## src/rtl/div_unit_pkg.sv

```systemverilog
// -----------------------------------------------------------------------------
// div_unit_pkg
// Types and constants shared by the iterative RV32M divider (div_unit) and
// its single-step datapath (div_step).
//   div_op_t    : opE encoding (DIV, DIVU, REM, REMU)
//   div_state_t : divider FSM states
//   DIV_ITERS   : restoring iterations per divide (one per quotient bit)
// -----------------------------------------------------------------------------
package div_unit_pkg;

    typedef enum logic [1:0] {
        DIV_OP_DIV  = 2'b00,
        DIV_OP_DIVU = 2'b01,
        DIV_OP_REM  = 2'b10,
        DIV_OP_REMU = 2'b11
    } div_op_t;

    typedef enum logic [1:0] {
        S_IDLE = 2'b00,
        S_BUSY = 2'b01,
        S_DONE = 2'b10
    } div_state_t;

    localparam int DIV_ITERS = 32;

    // Signed ops have opE[0] == 0
    function automatic logic op_is_signed(input logic [1:0] op);
        return ~op[0];
    endfunction

endpackage

```

## src/rtl/div_step.sv

```systemverilog
// -----------------------------------------------------------------------------
// div_step
// One combinational restoring-division iteration on a packed {rem, quot}
// register: shift left by one, trial-subtract the divisor from the upper
// half, keep the difference and set quotient bit 0 when it does not go
// negative.
// Ports:
//   divisor [XLEN-1:0]   in  divisor magnitude
//   rq_in   [2*XLEN-1:0] in  current {rem, quot}
//   rq_out  [2*XLEN-1:0] out next {rem, quot}
// -----------------------------------------------------------------------------
module div_step #(
    parameter int XLEN = 32
) (
    input  logic [XLEN-1:0]   divisor,
    input  logic [2*XLEN-1:0] rq_in,
    output logic [2*XLEN-1:0] rq_out
);

    // The shifted partial remainder can reach 2*divisor-1, so the trial
    // compare is done at XLEN+1 bits. When it succeeds the difference is
    // below the divisor and fits XLEN bits, so the subtract can be narrow.
    logic [XLEN:0]   shifted_rem;
    logic            ge;
    logic [XLEN-1:0] diff;

    always_comb begin
        shifted_rem = rq_in[2*XLEN-1:XLEN-1];
        ge          = shifted_rem >= {1'b0, divisor};
        diff        = shifted_rem[XLEN-1:0] - divisor;
        if (ge) begin
            rq_out = {diff, rq_in[XLEN-2:0], 1'b1};
        end else begin
            rq_out = {rq_in[2*XLEN-2:0], 1'b0};
        end
    end

endmodule

```

## src/rtl/div_unit.sv

```systemverilog
// -----------------------------------------------------------------------------
// div_unit
// Iterative RV32M divider (DIV, DIVU, REM, REMU) for the execute stage.
// Holds the instruction in E via haltE while iterating one restoring step
// per cycle and presents the result on the DONE (release) cycle.
//
//   state | meaning
//   ------+-------------------------------------------------------------
//   IDLE  | waiting; haltE = startE & ~flushE, accepts a new op
//   BUSY  | one restoring iteration per cycle, haltE = 1
//   DONE  | sign/special fix-up, doneE = 1, resultE valid, back to IDLE
//
// Ports:
//   clk, reset            in  core clock, synchronous active-high reset
//   startE                in  valid divide op in E
//   opE [1:0]             in  00 DIV, 01 DIVU, 10 REM, 11 REMU
//   srcaE, srcbE [XLEN]   in  dividend, divisor
//   flushE                in  kill the op in E (any state)
//   haltE                 out hold E (combinational)
//   doneE                 out result valid this cycle
//   resultE [XLEN]        out quotient or remainder, 0 when doneE = 0
//
// Build option: DIV_SPECIAL_BYPASS_EN -- when defined, divide-by-zero and
// signed overflow skip the iterations and go IDLE -> DONE directly.
// -----------------------------------------------------------------------------
module div_unit
    import div_unit_pkg::*;
#(
    parameter int XLEN = 32
) (
    input  logic            clk,
    input  logic            reset,
    input  logic            startE,
    input  logic [1:0]      opE,
    input  logic [XLEN-1:0] srcaE,
    input  logic [XLEN-1:0] srcbE,
    input  logic            flushE,
    output logic            haltE,
    output logic            doneE,
    output logic [XLEN-1:0] resultE
);

    localparam int CW = $clog2(DIV_ITERS);
    localparam logic [CW-1:0] LAST_COUNT = CW'(DIV_ITERS - 1);
    localparam logic [XLEN-1:0] INT_MIN = {1'b1, {(XLEN-1){1'b0}}};

    div_state_t        state, state_next;
    div_op_t           op_q;
    logic [CW-1:0]     count;
    logic [2*XLEN-1:0] rq;
    logic [2*XLEN-1:0] rq_step;
    logic [XLEN-1:0]   divisor_q;
    logic [XLEN-1:0]   dividend_q;
    logic              neg_quot_q;
    logic              neg_rem_q;
    logic              div_zero_q;
    logic              ovf_q;

    logic              accept;
    logic              signed_in;
    logic              a_neg, b_neg;
    logic              div_zero_in;
    logic              ovf_in;
    logic [XLEN-1:0]   abs_a, abs_b;

    always_comb begin
        signed_in   = op_is_signed(opE);
        a_neg       = signed_in & srcaE[XLEN-1];
        b_neg       = signed_in & srcbE[XLEN-1];
        abs_a       = a_neg ? -srcaE : srcaE;
        abs_b       = b_neg ? -srcbE : srcbE;
        div_zero_in = (srcbE == '0);
        ovf_in      = signed_in & (srcaE == INT_MIN) & (srcbE == '1);
        accept      = (state == S_IDLE) & startE & ~flushE;
    end

    div_step #(.XLEN(XLEN)) u_step (
        .divisor (divisor_q),
        .rq_in   (rq),
        .rq_out  (rq_step)
    );

    // State register
    always_ff @(posedge clk) begin
        if (reset) begin
            state <= S_IDLE;
        end else begin
            state <= state_next;
        end
    end

    // Next-state logic
    always_comb begin
        state_next = state;
        case (state)
            S_IDLE: begin
                if (accept) begin
`ifdef DIV_SPECIAL_BYPASS_EN
                    state_next = (div_zero_in | ovf_in) ? S_DONE : S_BUSY;
`else
                    state_next = S_BUSY;
`endif
                end
            end
            S_BUSY: begin
                if (count == LAST_COUNT) begin
                    state_next = S_DONE;
                end
            end
            S_DONE:  state_next = S_IDLE;
            default: state_next = S_IDLE;
        endcase
        if (flushE) begin
            state_next = S_IDLE;
        end
    end

    // Datapath registers
    always_ff @(posedge clk) begin
        if (reset) begin
            op_q       <= DIV_OP_DIV;
            count      <= '0;
            rq         <= '0;
            divisor_q  <= '0;
            dividend_q <= '0;
            neg_quot_q <= 1'b0;
            neg_rem_q  <= 1'b0;
            div_zero_q <= 1'b0;
            ovf_q      <= 1'b0;
        end else if (accept) begin
            op_q       <= div_op_t'(opE);
            count      <= '0;
            rq         <= {{XLEN{1'b0}}, abs_a};
            divisor_q  <= abs_b;
            dividend_q <= srcaE;
            neg_quot_q <= (a_neg ^ b_neg) & ~div_zero_in;
            neg_rem_q  <= a_neg;
            div_zero_q <= div_zero_in;
            ovf_q      <= ovf_in;
        end else if ((state == S_BUSY) && !flushE) begin
            rq    <= rq_step;
            count <= count + 1'b1;
        end
    end

    // Outputs
    logic [XLEN-1:0] quot_fix, rem_fix;
    logic            rem_sel;

    always_comb begin
        quot_fix = neg_quot_q ? -rq[XLEN-1:0] : rq[XLEN-1:0];
        rem_fix  = neg_rem_q ? -rq[2*XLEN-1:XLEN] : rq[2*XLEN-1:XLEN];
        // Special cases are forced explicitly so they do not depend on
        // whether the iterations actually ran.
        if (div_zero_q) begin
            quot_fix = '1;
            rem_fix  = dividend_q;
        end else if (ovf_q) begin
            quot_fix = INT_MIN;
            rem_fix  = '0;
        end
        rem_sel = (op_q == DIV_OP_REM) || (op_q == DIV_OP_REMU);

        haltE   = 1'b0;
        doneE   = 1'b0;
        resultE = '0;
        case (state)
            S_IDLE: haltE = startE & ~flushE;
            S_BUSY: haltE = ~flushE;
            S_DONE: begin
                doneE = ~flushE;
                if (!flushE) begin
                    resultE = rem_sel ? rem_fix : quot_fix;
                end
            end
            default: ;
        endcase
    end

endmodule

```

## config.mk

```make
export PLATFORM = sky130hd
export DESIGN_NAME = div_unit
export DESIGN_NICKNAME = d
export VERILOG_FILES = /design/src/rtl/div_unit_pkg.sv /design/src/rtl/div_step.sv /design/src/rtl/div_unit.sv
export SDC_FILE = /design/constraint.sdc
export NUM_CORES = 1
export LEC_CHECK = 0
export CAP_MARGIN = 20
export CORE_MARGIN = 10
export CORE_UTILIZATION = 45
export CTS_CLUSTER_DIAMETER = 80
export DETAILED_ROUTE_END_ITERATION = 8
export GPL_TIMING_DRIVEN = 0
export SETUP_SLACK_MARGIN = 0.5
export SLEW_MARGIN = 20
export SYNTH_ARGS = -nofsm -noshare
export SYNTH_HDL_FRONTEND = slang
export SYNTH_HIERARCHICAL = 1
export SYNTH_SLANG_ARGS = --single-unit
```

## constraint.sdc

```tcl
create_clock -name clk -period 5.2 [get_ports clk]
set_input_delay 1.56 -clock clk [delete_from_list [all_inputs] [get_ports clk]]
set_output_delay 1.56 -clock clk [all_outputs]
set_load 0.005 [all_outputs]
```

==> metrics <==
count of cell types in the netlist 81; Hold Vio Cnt, Final 0; period utilization 0.900; Net Count, Synth about 1,700; cts bufs inserted 17; Post-Synthesis Cells approximately 1,600; die area 32,300 µm²; combinational family with the most area after synthesis compound AO/OA/AOI/OAI gates; DR WL/cell 22.2 µm; Fmax 214 MHz; Yosys reg bits 140; CP max-delay cell clkdlybuf4s50_1; Worst Setup End Kind output pin; Via Count about 12,000; proportion of layout cells with a drive suffix above 1 0.116; Hold WS 0.459 ns; met2 wire len 21,400 µm; GR Overflow Total 0; Post-Syn Area 11,500 µm²; Worst Hold Depth 2; Core Area 25,100 µm²; peak supply drop 179 µV; Crit path arrival time between 3 and 4 ns; Post-Synth XOR/XNOR Area 0.0986; sequential area share after synthesis 0.244; CTS tree yes; clk_lat worst skew 0.45 ns; CTS Sinks 140; Power per Cell Area 228 nW/µm²; max layer used met4; crit-path max cell delay 0.57 ns; drt pass-1 iters 5; R2R Setup Slk between 1.5 and 2 ns; WL met3 2510 µm; type of origin of the critical path input port; commonest cells after routing, fill and taps aside 253 x nand2_1, 175 x a21oi_1, 137 x dfxtp_1, 93 x nor2_1, 80 x clkdlybuf4s50_1; Max-cap violations 0; Final Setup Violations 0; Worst Path Class, Setup in -> out; worst hold path type reg -> reg; first-pass GRT wire length approximately 69,000 µm; initial antenna violation count 0; path depth of the worst reg2reg path 13; slew margin rel. 0.330; number of port buffers between 100 and 150; CP Cell Sequence clkbuf_4, nor2_4, nand2_4, buf_12, clkbuf_4, a21oi_2, clkdlybuf4s50_1; cell count along the critical path 7; root buffer cell clkbuf_16; Avg Cell Area, Syn 7.30 µm²; most common cell after layout, fill and taps aside nand2_1; placed cell areas 12,900 µm²; post-route ant nets 0; vias in the first global route 11,700; most used cell, CP clkbuf_4; Leak between 5 and 6 nW; GP Congestion 0.959; Rows 58; Synth Area in Compound Gates 0.267; H-tree depth 4; dpl hpwl 35,600 µm; Via density around 6.0; multiplexer area fraction after synthesis 0.0348; Syn. warnings 6; required time of the critical path 3.64 ns; cell family with most CP delay buffers and inverters; # hold bufs at CTS 0; Worst Tran Pin Value 1.01 ns; I/O pin count 104; Die H 180 µm; Final Skew 0.0203 ns; Bufs and invs on worst path 4; RSZ-0062 raised after global routing false; Synth Area in Simple Gates 0.235; fin util 0.553; clk slew on worst S/H paths 0.06 ns; CP max FO 10; Area Overhead vs Synth 21.1%; Slew Limit Fails 0; FFs w/ async S/R, synth 0; Initial Util 0.457; status finished, final reports clean; wl on met1 19,600 µm; Layout Nets 1,819; drt total wl 45,500 µm; post-synthesis adder-cell area fraction 0.0443; diode count 0; Top FF cell, synth dfxtp_1; number of enable flip-flop cells after synthesis 0; Max clock buf depth 2; crit path time final 4.68 ns; All-Layer GR Usage 0.268; post-route cell area 13,900 µm²; # fillers 2,487; # DRC 0; largest net degree at the start of global routing 17; Starting DRT DRC Count 1,217; chip width 180 µm
report_power, final:
part	switching (mW)	internal, mW
clock	0.557	0.634
sequential	0.0638	1.12
combinational	0.456	0.329
worst reg2reg max path: stages (launching register included):
cell and delay [ns]:
dfxtp_1 0.52, inv_1 0.09, ha_1 0.22, fa_1 0.40, nor2b_1 0.18, o31a_1 0.16, o21ai_0 0.15, a211o_1 0.38
a311oi_2 0.49, a21oi_1 0.22, mux2_2 0.30, o31ai_1 0.26, nand2_1 0.09, a21oi_1 0.12
area by class of cell:
cell class	instances	area [µm²]	area share
Multi-Input combinational cell	1244	8060	0.580
Sequential cell	140	2810	0.202
Timing Repair Buffer	120	1160	0.0838
Buffer	125	653	0.0470
Clock buffer	19	443	0.0319
Tap cell	330	413	0.0297
Inverter	61	236	0.0170
Clock inverter	13	109	0.00784
per-layer routing:
| metal | GRT usage | up-vias |
|---|---|---|
| met5 | 0 | - |
| met4 | 0.121 | 0 |
| met3 | 0.0355 | 95 |
| met2 | 0.443 | 507 |
| met1 | 0.340 | 5832 |
| li1 | - | 5887 |
final timing paths:
kind,from,endpoint
setup reg to reg,rq[31],rq[60]
hold reg to reg,divisor_q[18],divisor_q[18]
hold / removal,divisor_q[18],divisor_q[18]
setup / recovery,flushE,resultE[4]
cells in the mapped netlist (12+ instances only):
cell type / count / area [µm²]
a21oi_1: 180 / 901
nor2_1: 100 / 375
nor2b_1: 14 / 87.6
a21o_1: 15 / 113
nand4_1: 18 / 113
o22ai_1: 30 / 188
mux2i_1: 14 / 140
nor3_1: 34 / 170
nor4_1: 25 / 156
nand3_1: 24 / 120
or3_1: 12 / 75.1
ha_1: 39 / 488
mux2_4: 12 / 180
xor2_1: 61 / 534
inv_1: 60 / 225
buf_1: 12 / 45.0
o31ai_1: 38 / 285
buf_4: 33 / 248
or4_1: 14 / 105
o41ai_1: 14 / 123
o21ai_0: 71 / 355
nand2b_1: 13 / 81.3
a31oi_1: 18 / 113
o21bai_1: 21 / 158
clkbuf_1: 76 / 285
dfxtp_1: 140 / 2800
a211oi_1: 15 / 113
nand2_1: 255 / 957
xnor2_1: 68 / 596
a311oi_1: 13 / 114
per-stage QoR:
stage	setup TNS (ns)	worst slack (ns)	instances	total power [mW]
6_report	0	0.523	2052	3.16
5_1_grt	0	0.489	2052	3.28
4_1_cts	0	0.321	2048	3.14
3_5_place_dp	-10.08	-0.748	2001	1.95
3_3_place_gp	-10.19	-0.734	2001	1.94
2_1_floorplan	0	0.965	1570	1.68
cell families after synthesis:
group | Yosys count
simple gates | 562
compound gates | 480
buf+inv | 186
flops | 140
xor+xnor | 129
fa+ha+maj | 40
mux | 33
sequential cells by signal, summed over array words and instances (netlist names):
register    count
neg_rem_q       1
dividend_q     32
state           2
op_q            1
neg_quot_q      1
ovf_q           1
divisor_q      32
count           5
div_zero_q      1
rq             64
timing repair:
action / 4_1_cts / 5_1_grt
pin swaps: 10 / 8
gates resized for setup: 75 / 35
buffers inserted: 15 / 4
endpoints found under the setup margin: 34 / 30
Power figures use the tool's default switching activity.
